<file path="config.mk">
export PLATFORM = sky130hd
export DESIGN_NAME = sram_scan_ctrl
export DESIGN_NICKNAME = d
export VERILOG_FILES = /design/src/rtl/sram_scan_pkg.sv /design/src/rtl/sram_scan_shifter.sv /design/src/rtl/sram_scan_ctrl.sv
export SDC_FILE = /design/constraint.sdc
export NUM_CORES = 1
export LEC_CHECK = 0
export ABC_CLOCK_PERIOD_IN_PS = 5500
export CORE_ASPECT_RATIO = 1.4
export CORE_MARGIN = 10
export CORE_UTILIZATION = 57
export DETAILED_ROUTE_END_ITERATION = 16
export PLACE_DENSITY_LB_ADDON = 0.05
export SLEW_MARGIN = 5
export SYNTH_ARGS = -nofsm -noshare
export SYNTH_HDL_FRONTEND = slang
export SYNTH_SLANG_ARGS = --single-unit
</file>
<file path="constraint.sdc">
create_clock -name clk -period 5.5 [get_ports clk]
set_clock_uncertainty 0.05 [all_clocks]
set_input_delay 1.1 -clock clk [delete_from_list [all_inputs] [get_ports clk]]
set_output_delay 1.1 -clock clk [all_outputs]
set_load 0.02 [all_outputs]
</file>
<file path="src/rtl/sram_scan_pkg.sv">
// sram_scan_pkg -- shared definitions for the serial SRAM front-end.
//   op_e     : command opcodes carried in the top two frame bits
//   state_e  : sequencer states of sram_scan_ctrl
//   frame_*  : frame width and field offsets, as functions of the
//              field widths (frame is {op, len, addr, wmask, data}, MSB first)
package sram_scan_pkg;

    typedef enum logic [1:0] {
        OP_NOP = 2'b00,
        OP_WR  = 2'b01,
        OP_RD  = 2'b10,
        OP_RSV = 2'b11
    } op_e;

    typedef enum logic [2:0] {
        IDLE,
        WR,
        RD_ISSUE,
        RD_WAIT,
        DONE
    } state_e;

    function automatic int unsigned frame_width(int unsigned lw, int unsigned aw,
                                                int unsigned mw, int unsigned dw);
        return 2 + lw + aw + mw + dw;
    endfunction

    function automatic int unsigned frame_off_wmask(int unsigned dw);
        return dw;
    endfunction

    function automatic int unsigned frame_off_addr(int unsigned mw, int unsigned dw);
        return dw + mw;
    endfunction

    function automatic int unsigned frame_off_len(int unsigned aw, int unsigned mw,
                                                  int unsigned dw);
        return dw + mw + aw;
    endfunction

    function automatic int unsigned frame_off_op(int unsigned lw, int unsigned aw,
                                                 int unsigned mw, int unsigned dw);
        return dw + mw + aw + lw;
    endfunction

endpackage

</file>
<file path="src/rtl/sram_scan_shifter.sv">
// sram_scan_shifter -- serial side of the SRAM front-end.
// Shifts command frames in MSB first, counts frame bits and shifts the
// result register out on scan_out_o while the next frame arrives.
// Optional macro SRAM_SCAN_SIG_EN: loaded words are folded into the result
// as a rotate-and-xor signature instead of replacing it.
// Ports:
//   clk_i, rst_i      clock, synchronous active-high reset
//   scan_in_i         serial frame bit
//   shift_en_i        shift one bit this cycle (host strobe gated by idle)
//   frame_o           frame value including the current scan_in_i bit
//   frame_last_o      this cycle's bit completes a frame
//   res_clear_i       clear result (start of a signature burst)
//   res_load_i        capture res_val_i into the result
//   res_val_i         read data word
//   scan_out_o        MSB of the result register
module sram_scan_shifter
    import sram_scan_pkg::*;
#(
    parameter int unsigned DATA_WIDTH  = 32,
    parameter int unsigned FRAME_WIDTH = 46
) (
    input  logic                   clk_i,
    input  logic                   rst_i,
    input  logic                   scan_in_i,
    input  logic                   shift_en_i,
    output logic [FRAME_WIDTH-1:0] frame_o,
    output logic                   frame_last_o,
    input  logic                   res_clear_i,
    input  logic                   res_load_i,
    input  logic [DATA_WIDTH-1:0]  res_val_i,
    output logic                   scan_out_o
);

    localparam int unsigned CNT_W = $clog2(FRAME_WIDTH);
    localparam logic [CNT_W-1:0] CNT_LAST = CNT_W'(FRAME_WIDTH - 1);

    logic [FRAME_WIDTH-1:0] frame_sr_q;
    logic [CNT_W-1:0]       cnt_q;
    logic [DATA_WIDTH-1:0]  result_q;

    // The frame is presented combinationally so the sequencer can decode it
    // on the same edge that shifts in its last bit.
    always_comb begin
        frame_o      = {frame_sr_q[FRAME_WIDTH-2:0], scan_in_i};
        frame_last_o = shift_en_i && (cnt_q == CNT_LAST);
    end

    always_ff @(posedge clk_i) begin
        if (rst_i) begin
            frame_sr_q <= '0;
            cnt_q      <= '0;
        end else if (shift_en_i) begin
            frame_sr_q <= frame_o;
            cnt_q      <= frame_last_o ? '0 : cnt_q + CNT_W'(1);
        end
    end

`ifdef SRAM_SCAN_SIG_EN
    always_ff @(posedge clk_i) begin
        if (rst_i) begin
            result_q <= '0;
        end else if (res_clear_i) begin
            result_q <= '0;
        end else if (res_load_i) begin
            result_q <= {result_q[DATA_WIDTH-2:0], result_q[DATA_WIDTH-1]} ^ res_val_i;
        end else if (shift_en_i) begin
            result_q <= {result_q[DATA_WIDTH-2:0], 1'b0};
        end
    end
`else
    // Without the signature the result is simply overwritten per word.
    logic unused_res_clear;
    assign unused_res_clear = res_clear_i;

    always_ff @(posedge clk_i) begin
        if (rst_i) begin
            result_q <= '0;
        end else if (res_load_i) begin
            result_q <= res_val_i;
        end else if (shift_en_i) begin
            result_q <= {result_q[DATA_WIDTH-2:0], 1'b0};
        end
    end
`endif

    assign scan_out_o = result_q[DATA_WIDTH-1];

endmodule

</file>
<file path="src/rtl/sram_scan_ctrl.sv">
// sram_scan_ctrl -- serial command front-end for a 1RW OpenRAM macro.
// A host shifts {op, len, addr, wmask, data} frames in on scan_in; the block
// runs a single or burst write/read on the SRAM port and returns read data
// on scan_out while the next frame shifts in.
// Optional macro SRAM_SCAN_SIG_EN: read bursts fold all words into a
// signature instead of keeping only the last word.
// Ports:
//   clk, rst          clock (also SRAM clk0), synchronous active-high reset
//   scan_in           serial frame data, MSB first
//   scan_enable       shift strobe, one bit per clk
//   scan_out          MSB of the result register
//   busy              a frame is executing
//   done              one-cycle completion pulse
//   err               sticky overrun / reserved-opcode flag
//   sram_csb, sram_web, sram_wmask, sram_addr, sram_din  SRAM drive
//   sram_dout         SRAM read data
module sram_scan_ctrl
    import sram_scan_pkg::*;
#(
    parameter int unsigned ADDR_WIDTH  = 4,
    parameter int unsigned DATA_WIDTH  = 32,
    parameter int unsigned WMASK_WIDTH = 4,
    parameter int unsigned LEN_WIDTH   = 4,
    parameter int unsigned READ_LAT    = 1
) (
    input  logic                   clk,
    input  logic                   rst,
    input  logic                   scan_in,
    input  logic                   scan_enable,
    output logic                   scan_out,
    output logic                   busy,
    output logic                   done,
    output logic                   err,
    output logic                   sram_csb,
    output logic                   sram_web,
    output logic [WMASK_WIDTH-1:0] sram_wmask,
    output logic [ADDR_WIDTH-1:0]  sram_addr,
    output logic [DATA_WIDTH-1:0]  sram_din,
    input  logic [DATA_WIDTH-1:0]  sram_dout
);

    localparam int unsigned FRAME_WIDTH =
        frame_width(LEN_WIDTH, ADDR_WIDTH, WMASK_WIDTH, DATA_WIDTH);
    localparam int unsigned OFF_WMASK = frame_off_wmask(DATA_WIDTH);
    localparam int unsigned OFF_ADDR  = frame_off_addr(WMASK_WIDTH, DATA_WIDTH);
    localparam int unsigned OFF_LEN   = frame_off_len(ADDR_WIDTH, WMASK_WIDTH, DATA_WIDTH);
    localparam int unsigned OFF_OP    =
        frame_off_op(LEN_WIDTH, ADDR_WIDTH, WMASK_WIDTH, DATA_WIDTH);
    localparam int unsigned LAT_W     = (READ_LAT > 1) ? $clog2(READ_LAT) : 1;
    localparam logic [LAT_W-1:0] LAT_LAST = LAT_W'(READ_LAT - 1);

    state_e                 state_q, state_d;
    logic [LEN_WIDTH-1:0]   wcnt_q, wcnt_d;
    logic [LAT_W-1:0]       lat_q, lat_d;
    logic [ADDR_WIDTH-1:0]  addr_q, addr_d;
    logic [WMASK_WIDTH-1:0] wmask_q, wmask_d;
    logic [DATA_WIDTH-1:0]  din_q, din_d;
    logic                   csb_q, csb_d;
    logic                   web_q, web_d;
    logic                   err_q, err_d;

    logic [FRAME_WIDTH-1:0] frame;
    logic                   frame_last;
    logic                   shift_en;
    logic                   res_clear;
    logic                   res_load;

    op_e                    f_op;
    logic [LEN_WIDTH-1:0]   f_len;
    logic [ADDR_WIDTH-1:0]  f_addr;
    logic [WMASK_WIDTH-1:0] f_wmask;
    logic [DATA_WIDTH-1:0]  f_data;

    sram_scan_shifter #(
        .DATA_WIDTH  (DATA_WIDTH),
        .FRAME_WIDTH (FRAME_WIDTH)
    ) u_shifter (
        .clk_i        (clk),
        .rst_i        (rst),
        .scan_in_i    (scan_in),
        .shift_en_i   (shift_en),
        .frame_o      (frame),
        .frame_last_o (frame_last),
        .res_clear_i  (res_clear),
        .res_load_i   (res_load),
        .res_val_i    (sram_dout),
        .scan_out_o   (scan_out)
    );

    always_comb begin
        f_op    = op_e'(frame[OFF_OP +: 2]);
        f_len   = frame[OFF_LEN +: LEN_WIDTH];
        f_addr  = frame[OFF_ADDR +: ADDR_WIDTH];
        f_wmask = frame[OFF_WMASK +: WMASK_WIDTH];
        f_data  = frame[DATA_WIDTH-1:0];
    end

    // SRAM strobes are registered: csb_d/web_d describe the state being
    // entered, so the pins line up with the state register.
    always_comb begin
        state_d   = state_q;
        wcnt_d    = wcnt_q;
        lat_d     = lat_q;
        addr_d    = addr_q;
        wmask_d   = wmask_q;
        din_d     = din_q;
        csb_d     = 1'b1;
        web_d     = web_q;
        err_d     = err_q;
        res_clear = 1'b0;
        res_load  = 1'b0;
        shift_en  = scan_enable && (state_q == IDLE);

        // Bits offered while a frame executes are dropped and flagged.
        if (scan_enable && (state_q != IDLE)) begin
            err_d = 1'b1;
        end

        unique case (state_q)
            IDLE: begin
                if (frame_last) begin
                    wcnt_d = f_len;
                    unique case (f_op)
                        OP_WR: begin
                            state_d = WR;
                            addr_d  = f_addr;
                            wmask_d = f_wmask;
                            din_d   = f_data;
                            csb_d   = 1'b0;
                            web_d   = 1'b0;
                        end
                        OP_RD: begin
                            state_d   = RD_ISSUE;
                            addr_d    = f_addr;
                            csb_d     = 1'b0;
                            web_d     = 1'b1;
                            res_clear = 1'b1;
                        end
                        OP_NOP: begin
                            state_d = DONE;
                            web_d   = 1'b1;
                        end
                        default: begin
                            state_d = DONE;
                            web_d   = 1'b1;
                            err_d   = 1'b1;
                        end
                    endcase
                end
            end
            WR: begin
                if (wcnt_q == '0) begin
                    state_d = DONE;
                    web_d   = 1'b1;
                end else begin
                    wcnt_d = wcnt_q - LEN_WIDTH'(1);
                    addr_d = addr_q + ADDR_WIDTH'(1);
                    csb_d  = 1'b0;
                end
            end
            RD_ISSUE: begin
                state_d = RD_WAIT;
                lat_d   = LAT_LAST;
            end
            RD_WAIT: begin
                if (lat_q == '0) begin
                    res_load = 1'b1;
                    if (wcnt_q == '0) begin
                        state_d = DONE;
                    end else begin
                        state_d = RD_ISSUE;
                        wcnt_d  = wcnt_q - LEN_WIDTH'(1);
                        addr_d  = addr_q + ADDR_WIDTH'(1);
                        csb_d   = 1'b0;
                    end
                end else begin
                    lat_d = lat_q - LAT_W'(1);
                end
            end
            DONE: begin
                state_d = IDLE;
            end
            default: begin
                state_d = IDLE;
            end
        endcase
    end

    always_ff @(posedge clk) begin
        if (rst) begin
            state_q <= IDLE;
            wcnt_q  <= '0;
            lat_q   <= '0;
            addr_q  <= '0;
            wmask_q <= '0;
            din_q   <= '0;
            csb_q   <= 1'b1;
            web_q   <= 1'b1;
            err_q   <= 1'b0;
        end else begin
            state_q <= state_d;
            wcnt_q  <= wcnt_d;
            lat_q   <= lat_d;
            addr_q  <= addr_d;
            wmask_q <= wmask_d;
            din_q   <= din_d;
            csb_q   <= csb_d;
            web_q   <= web_d;
            err_q   <= err_d;
        end
    end

    assign busy       = (state_q != IDLE);
    assign done       = (state_q == DONE);
    assign err        = err_q;
    assign sram_csb   = csb_q;
    assign sram_web   = web_q;
    assign sram_wmask = wmask_q;
    assign sram_addr  = addr_q;
    assign sram_din   = din_q;

endmodule
</file>
==> Word-level counts from Yosys, hierarchy flattened <==
Index checks and enable logic that the tools add are counted.
{ "op_classes": {"n_addsub": 4, "n_eq_ne": 11, "mux": 35, "n_reduce_logical": 18} }
{ "ops": {"columns": ["op", "count"], "rows": [
  ["32-bit two-way mux", 2],
  ["4-bit two-way mux", 7],
  ["4-bit one-hot mux with 3 select lines", 2],
  ["1-bit two-way mux", 14],
  ["3-bit two-way mux", 4],
  ["3-bit one-hot mux with 4 select lines", 1],
  ["3-bit AND reduction", 4],
  ["6-bit by 1-bit adder with 6-bit output (second input constant)", 1],
  ["3-bit by 2-bit == test with 1-bit output (second input constant)", 2],
  ["6-bit == test (second input constant)", 1],
  ["6-bit two-way mux", 1],
  ["2-bit != test (second input constant)", 3],
  ["3-bit one-hot mux with 2 select lines", 1],
  ["2-bit nonzero test", 3],
  ["3-bit nonzero test", 2],
  ["4-bit by 1-bit adder with 4-bit output (second input constant)", 1],
  ["4-bit logical NOT", 1],
  ["1-bit one-hot mux with 2 select lines", 2],
  ["4-bit AND reduction", 1],
  ["4-bit by 1-bit subtractor with 4-bit output (second input constant)", 1],
  ["3-bit by 1-bit == test with 1-bit output (second input constant)", 1],
  ["3-bit == test (second input constant)", 1],
  ["1-bit logical AND", 3],
  ["3-bit logical NOT", 1],
  ["8 further kinds", 8]
]} }
{ "totals": {"regBits": 134, "inputBits": 36, "out_inout_bits": 46} }

==> Depth between registers and ports, before layout <==
{ "logic_depth": {"ltp_word": 6, "mapped_depth": 7, "depth_no_buf": 6} }

==> Modules after synthesis <==
A second synthesis with hierarchy kept.
{ "unflattened": {"hier_cells": 574, "hier_area_um2": 5455.2} }
{ "by_module_without_submodules": {"columns": ["module", "instances", "cells_each", "area_per_inst_um2", "seq_area_each_um2"], "rows": [
  ["sram_scan_shifter", 1, 317, 3383.2, 1661.6],
  ["sram_scan_ctrl", 1, 257, 2072.0, 1001.0]
]} }

==> Worst setup path before layout <==
No wires, ideal clock.
{ "synth_path": {"kind": "input port to flip-flop", "startpoint": "input port scan_enable", "endpoint": "register din_q[10] (netlist: sram_din[10])", "arrival_ns": 2.033, "setup_slack_ns": 3.285, "cell_stages": 5, "path_buffers": 1, "cell_sequence": "nor4b_4 -> nand4_1 -> clkbuf_1 -> nand2_1 -> a21oi_1"} }
{ "synth_between": {"elab_chain_cells": 3} }
{ "synth_lines": {"columns": ["element", "line_no", "text"], "rows": [
  ["start: declaration", "sram_scan_ctrl.sv:29", "input logic scan_enable,"],
  ["1-bit logical AND", "sram_scan_ctrl.sv:112", "shift_en = scan_enable && (state_q == IDLE);"],
  ["1-bit logical AND", "sram_scan_shifter.sv:45", "frame_last_o = shift_en_i && (cnt_q == CNT_LAST);"],
  ["3-bit AND reduction (no source line)", null, null],
  ["end signal: assignment", "sram_scan_ctrl.sv:206", "din_q <= din_d;"],
  ["end: declaration", "sram_scan_ctrl.sv:57", "logic [DATA_WIDTH-1:0] din_q, din_d;"]
]} }
No other way between the ends.
A chain may end at the register's enable or synchronous reset.

==> Worst setup path in the final report <==
{ "layout_path": {"startpoint": "input port scan_enable", "endpoint": "register wcnt_q[1]"} }
{ "layout_between": {"elab_chain_cells": 4} }
{ "layout_lines": {"columns": ["element", "line_no", "text"], "rows": [
  ["1-bit logical AND", "sram_scan_ctrl.sv:112", null],
  ["1-bit logical AND", "sram_scan_shifter.sv:45", null],
  ["2-bit by 1-bit != test with 1-bit output (no source line)", null, null],
  ["3-bit AND reduction (no source line)", null, null],
  ["end signal: assignment", "sram_scan_ctrl.sv:202", "wcnt_q <= wcnt_d;"],
  ["end: declaration", "sram_scan_ctrl.sv:53", "logic [LEN_WIDTH-1:0] wcnt_q, wcnt_d;"]
]} }
No other way between the ends.

==> results.md <==
* Sequential fraction of the synthesis area at between 50% and 60%
* Antenna violations before repair at 0
* Flops & latches, synth at ~130
* Pins Over Slew Limit at 0
* Cell count of the worst reg-to-reg path at 4
* Switching pwr at ~440 uW
* Cell Rows at between 40 and 50
* Wire per inst at between 10 and 15 um
* Clk network pwr share at approximately 50%
* Initial Util at 58.16%
* CTS tree: yes
* Full die area at 13,510 um^2
* Combinational power share at 3.3%
* Layout cells sized above 1 at under 10%
* Synth Flop Type: dfxtp_1
* Crit path DAT at 3530 ps
* Sw Ratio at 20.43%
* YS warnings at 0
* Setup repair after global routing missed its margin: no
* Met2 usage at 31.47%
* Max incr delay on CP at approximately 710 ps
* Sequential group share of total power at about 45%
* Overall routed net length at between 10,000 and 15,000 um
* Post-synth EDFFs at 0
* Reg2reg start: state_q[0]$_SDFFE_PP0P_
* Antenna diodes at 0
* Number of CTS-inserted buffers at 17
* CTS Hold Bufs at 0
* Avg Inst Size Synth at between 7 and 8 um^2
* Worst path required time at slightly below 6000 ps
* Pwr/cell area at about 320 nW/um^2
* Via count at roughly 4,600
* Clock sink count at around 130
* GRT Util Overall at 18.01%
* Worst path cell trace: clkdlybuf4s50_1 > nor4b_4 > buf_4 > nand3_1 > a221o_1 > a21oi_1
* CTS HTree Levels at 4
* First-pass DRT Iterations at 5
* Port Buffers at between 80 and 90
* Critical-path maximum fanout at 86
* DR DRC count at 0
* Slowest cell on crit path: buf_4
* GR Overflow Total at 0
* Worst Hold Depth at 2
* Clock Path Buffers at 2
* Fillers at about 730
* Number of global-route vias before repair at 4,662
* CP bufs+invs at 2
* Final setup vio count at 0
* Detailed router's first-iteration violation count at 275
* Max-cap violation count at 0
* Cells after Synth at roughly 670
* Leak at between 2 and 2.5 nW
* Worst-path clk slew at roughly 50 ps
* Peak supply drop at around 0.00028 V
* Min-Delay Path Class: flip-flop to flip-flop
* Worst hold path endpoint: sram_din[2]$_SDFFE_PP0P_
* CP top delay family: buffers and inverters
* RR Endpoint: u_shifter.result_q[25]$_SDFFE_PP0P_
* GRT Max-Usage Layer: met2
* Met3 usage in global routing at 6.004%
* First-pass GRT wire length at between 20,000 and 25,000 um
* Clock Tree Root: clkbuf_16
* Fin. Hold Viols at 0
* Global-route met1 utilization at a little under 20%
* CORE AREA at approximately 9000 um^2
* Fmax at roughly 310 MHz
* P_int at around 1.7 mW
* Ys async rst share at 0%
* Skew-Pair Late Insertion Delay at around 400 ps
* Nets at around 760
* HPWL after DPL at 7672 um
* RD Place Congestion at 0.8469
* Setup TNS at 0 ps
* Synth cell types at 39
* DIE HEIGHT at between 100 and 150 um
* Routed Antenna Nets at 0
* Die Width at approximately 100 um
* Post-Syn Area at 5251 um^2
* Largest net degree at the start of global routing at 87
* Final Critical Period at roughly 3300 ps
* Synthesized Nets at around 700
* Final core occ at 72.78%
* Status: finished clean
* Post-CTS resize count at 0
* Via-per-instance ratio at 5.532
* Crit Path Category: input port to flip-flop
* R2R Setup Slk at about 2900 ps
* Io pins at just over 80
* Setup repair bufs after CTS at 0
* Max_slew headroom at just under 30%
* Hold Startpoint: sram_din[2]$_SDFFE_PP0P_
* P&R area growth vs syn at 25.14%
* CP startpoint kind: input port
* Setup crit end kind: flip-flop
* Period utilisation layout at roughly three fifths
* Slew @ Worst Pin at ~1100 ps
cells in the final DEF (no fill, tap or decap), drive strengths merged, types with 4 or more instances in the layout:
master | synthesis | routed
nand2 | 243 | 243
dfxtp | 133 | 133
a21oi | 93 | 93
clkdlybuf4s50 | 0 | 80
nor2 | 43 | 43
a311oi | 31 | 31
clkbuf | 28 | 20
inv | 9 | 9
nand3 | 9 | 9
ha | 7 | 7
clkinv | 0 | 6
nand4 | 5 | 5
buf | 23 | 5
xor2 | 4 | 4
synthesized netlist by cell type, types with 4 or more instances:
master / number / area share (%)
nand2_1: 243 / 17
dfxtp_1: 133 / 51
a21oi_1: 93 / 8.9
nor2_1: 43 / 3.1
a311oi_1: 31 / 5.2
clkbuf_1: 28 / 2.0
buf_2: 19 / 1.8
inv_1: 9 / 0.64
nand3_1: 9 / 0.86
ha_1: 7 / 1.7
nand4_1: 5 / 0.60
buf_4: 4 / 0.57
xor2_1: 4 / 0.67
worst register-to-register path: cells and delay by family, from the launching register on:
family | cells | cell delay [ps]
AOI/OAI and AO/OA | 1 | 80
DFF | 1 | 540
and+or+nand+nor | 3 | 1760
logic make-up (layout without fill, tap and decap cells):
logic type	count (synthesis)	after routing	synth area share, %
AO/OA/AOI/OAI	143	143	16.89
XOR/XNOR	5	5	0.8339
adder cells (fa/ha/maj)	7	7	1.668
buffers and inverters	60	125	5.027
flip-flops	133	133	50.70
multiplexers	1	1	0.1906
AND/OR/NAND/NOR	319	319	24.68
power by group through the flow:
stage          Combinational [mW]  Sequential (mW)  Clock, mW
3_5_place_dp               0.0700            0.990          0
5_1_grt                    0.0763            0.969       1.15
2_1_floorplan              0.0373            0.989          0
3_3_place_gp               0.0690            0.989          0
4_1_cts                    0.0703            0.969       1.11
6_report                   0.0702            0.969       1.10
sequential cells by signal, summed over array words and instances (netlist names):
| name | count |
|---|---|
| state_q | 3 |
| u_shifter.frame_sr_q | 45 |
| wcnt_q | 4 |
| sram_wmask | 4 |
| u_shifter.cnt_q | 6 |
| sram_web | 1 |
| sram_csb | 1 |
| sram_addr | 4 |
| err | 1 |
| u_shifter.result_q | 32 |
| sram_din | 32 |
layer usage:
layer / up-vias / part of all wire [%] / routed length, um
li1: 2341 / - / -
met4: 0 / 1.3 / 149
met5: - / 0 / 0
met1: 2167 / 41 / 4916
met2: 127 / 51 / 6039
met3: 12 / 6.8 / 804
how the worst max path moves through the flow:
stage / from / end / slack (ps) / cells after the start
2_1_floorplan: scan_enable / sram_din[10]$_SDFFE_PP0P_ / 3280 / 5
3_3_place_gp: scan_enable / wcnt_q[1]$_SDFFE_PP0P_ / 1980 / 6
3_5_place_dp: scan_enable / wcnt_q[1]$_SDFFE_PP0P_ / 1860 / 6
4_1_cts: scan_enable / wcnt_q[1]$_SDFFE_PP0P_ / 2270 / 6
5_1_grt: scan_enable / wcnt_q[1]$_SDFFE_PP0P_ / 2050 / 6
6_report: scan_enable / wcnt_q[1]$_SDFFE_PP0P_ / 2240 / 6
final cells by class:
type / count / area, um^2 / area share [%]
Timing Repair Buffer: 85 / 838.3 / 12.76
Inverter: 9 / 33.78 / 0.5141
Sequential cell: 133 / 2663 / 40.52
Clock buffer: 20 / 436.7 / 6.645
Clock inverter: 11 / 135.1 / 2.056
Multi-Input combinational cell: 475 / 2331 / 35.47
Tap cell: 107 / 133.9 / 2.037
stage by stage:
stage	worst slack (ps)	hold WS, ps	instance area [um^2]	instances	total power [mW]
4_1_cts	2267	405.9	6570	840	2.148
5_1_grt	2055	423.5	6571	840	2.194
2_1_floorplan	3285	395.3	5251	668	1.026
3_5_place_dp	1857	398.2	5998	809	1.060
3_3_place_gp	1977	384.5	5998	809	1.058
6_report	2244	403.1	6571	840	2.134
No activity file was read; power rests on OpenSTA's default activity.
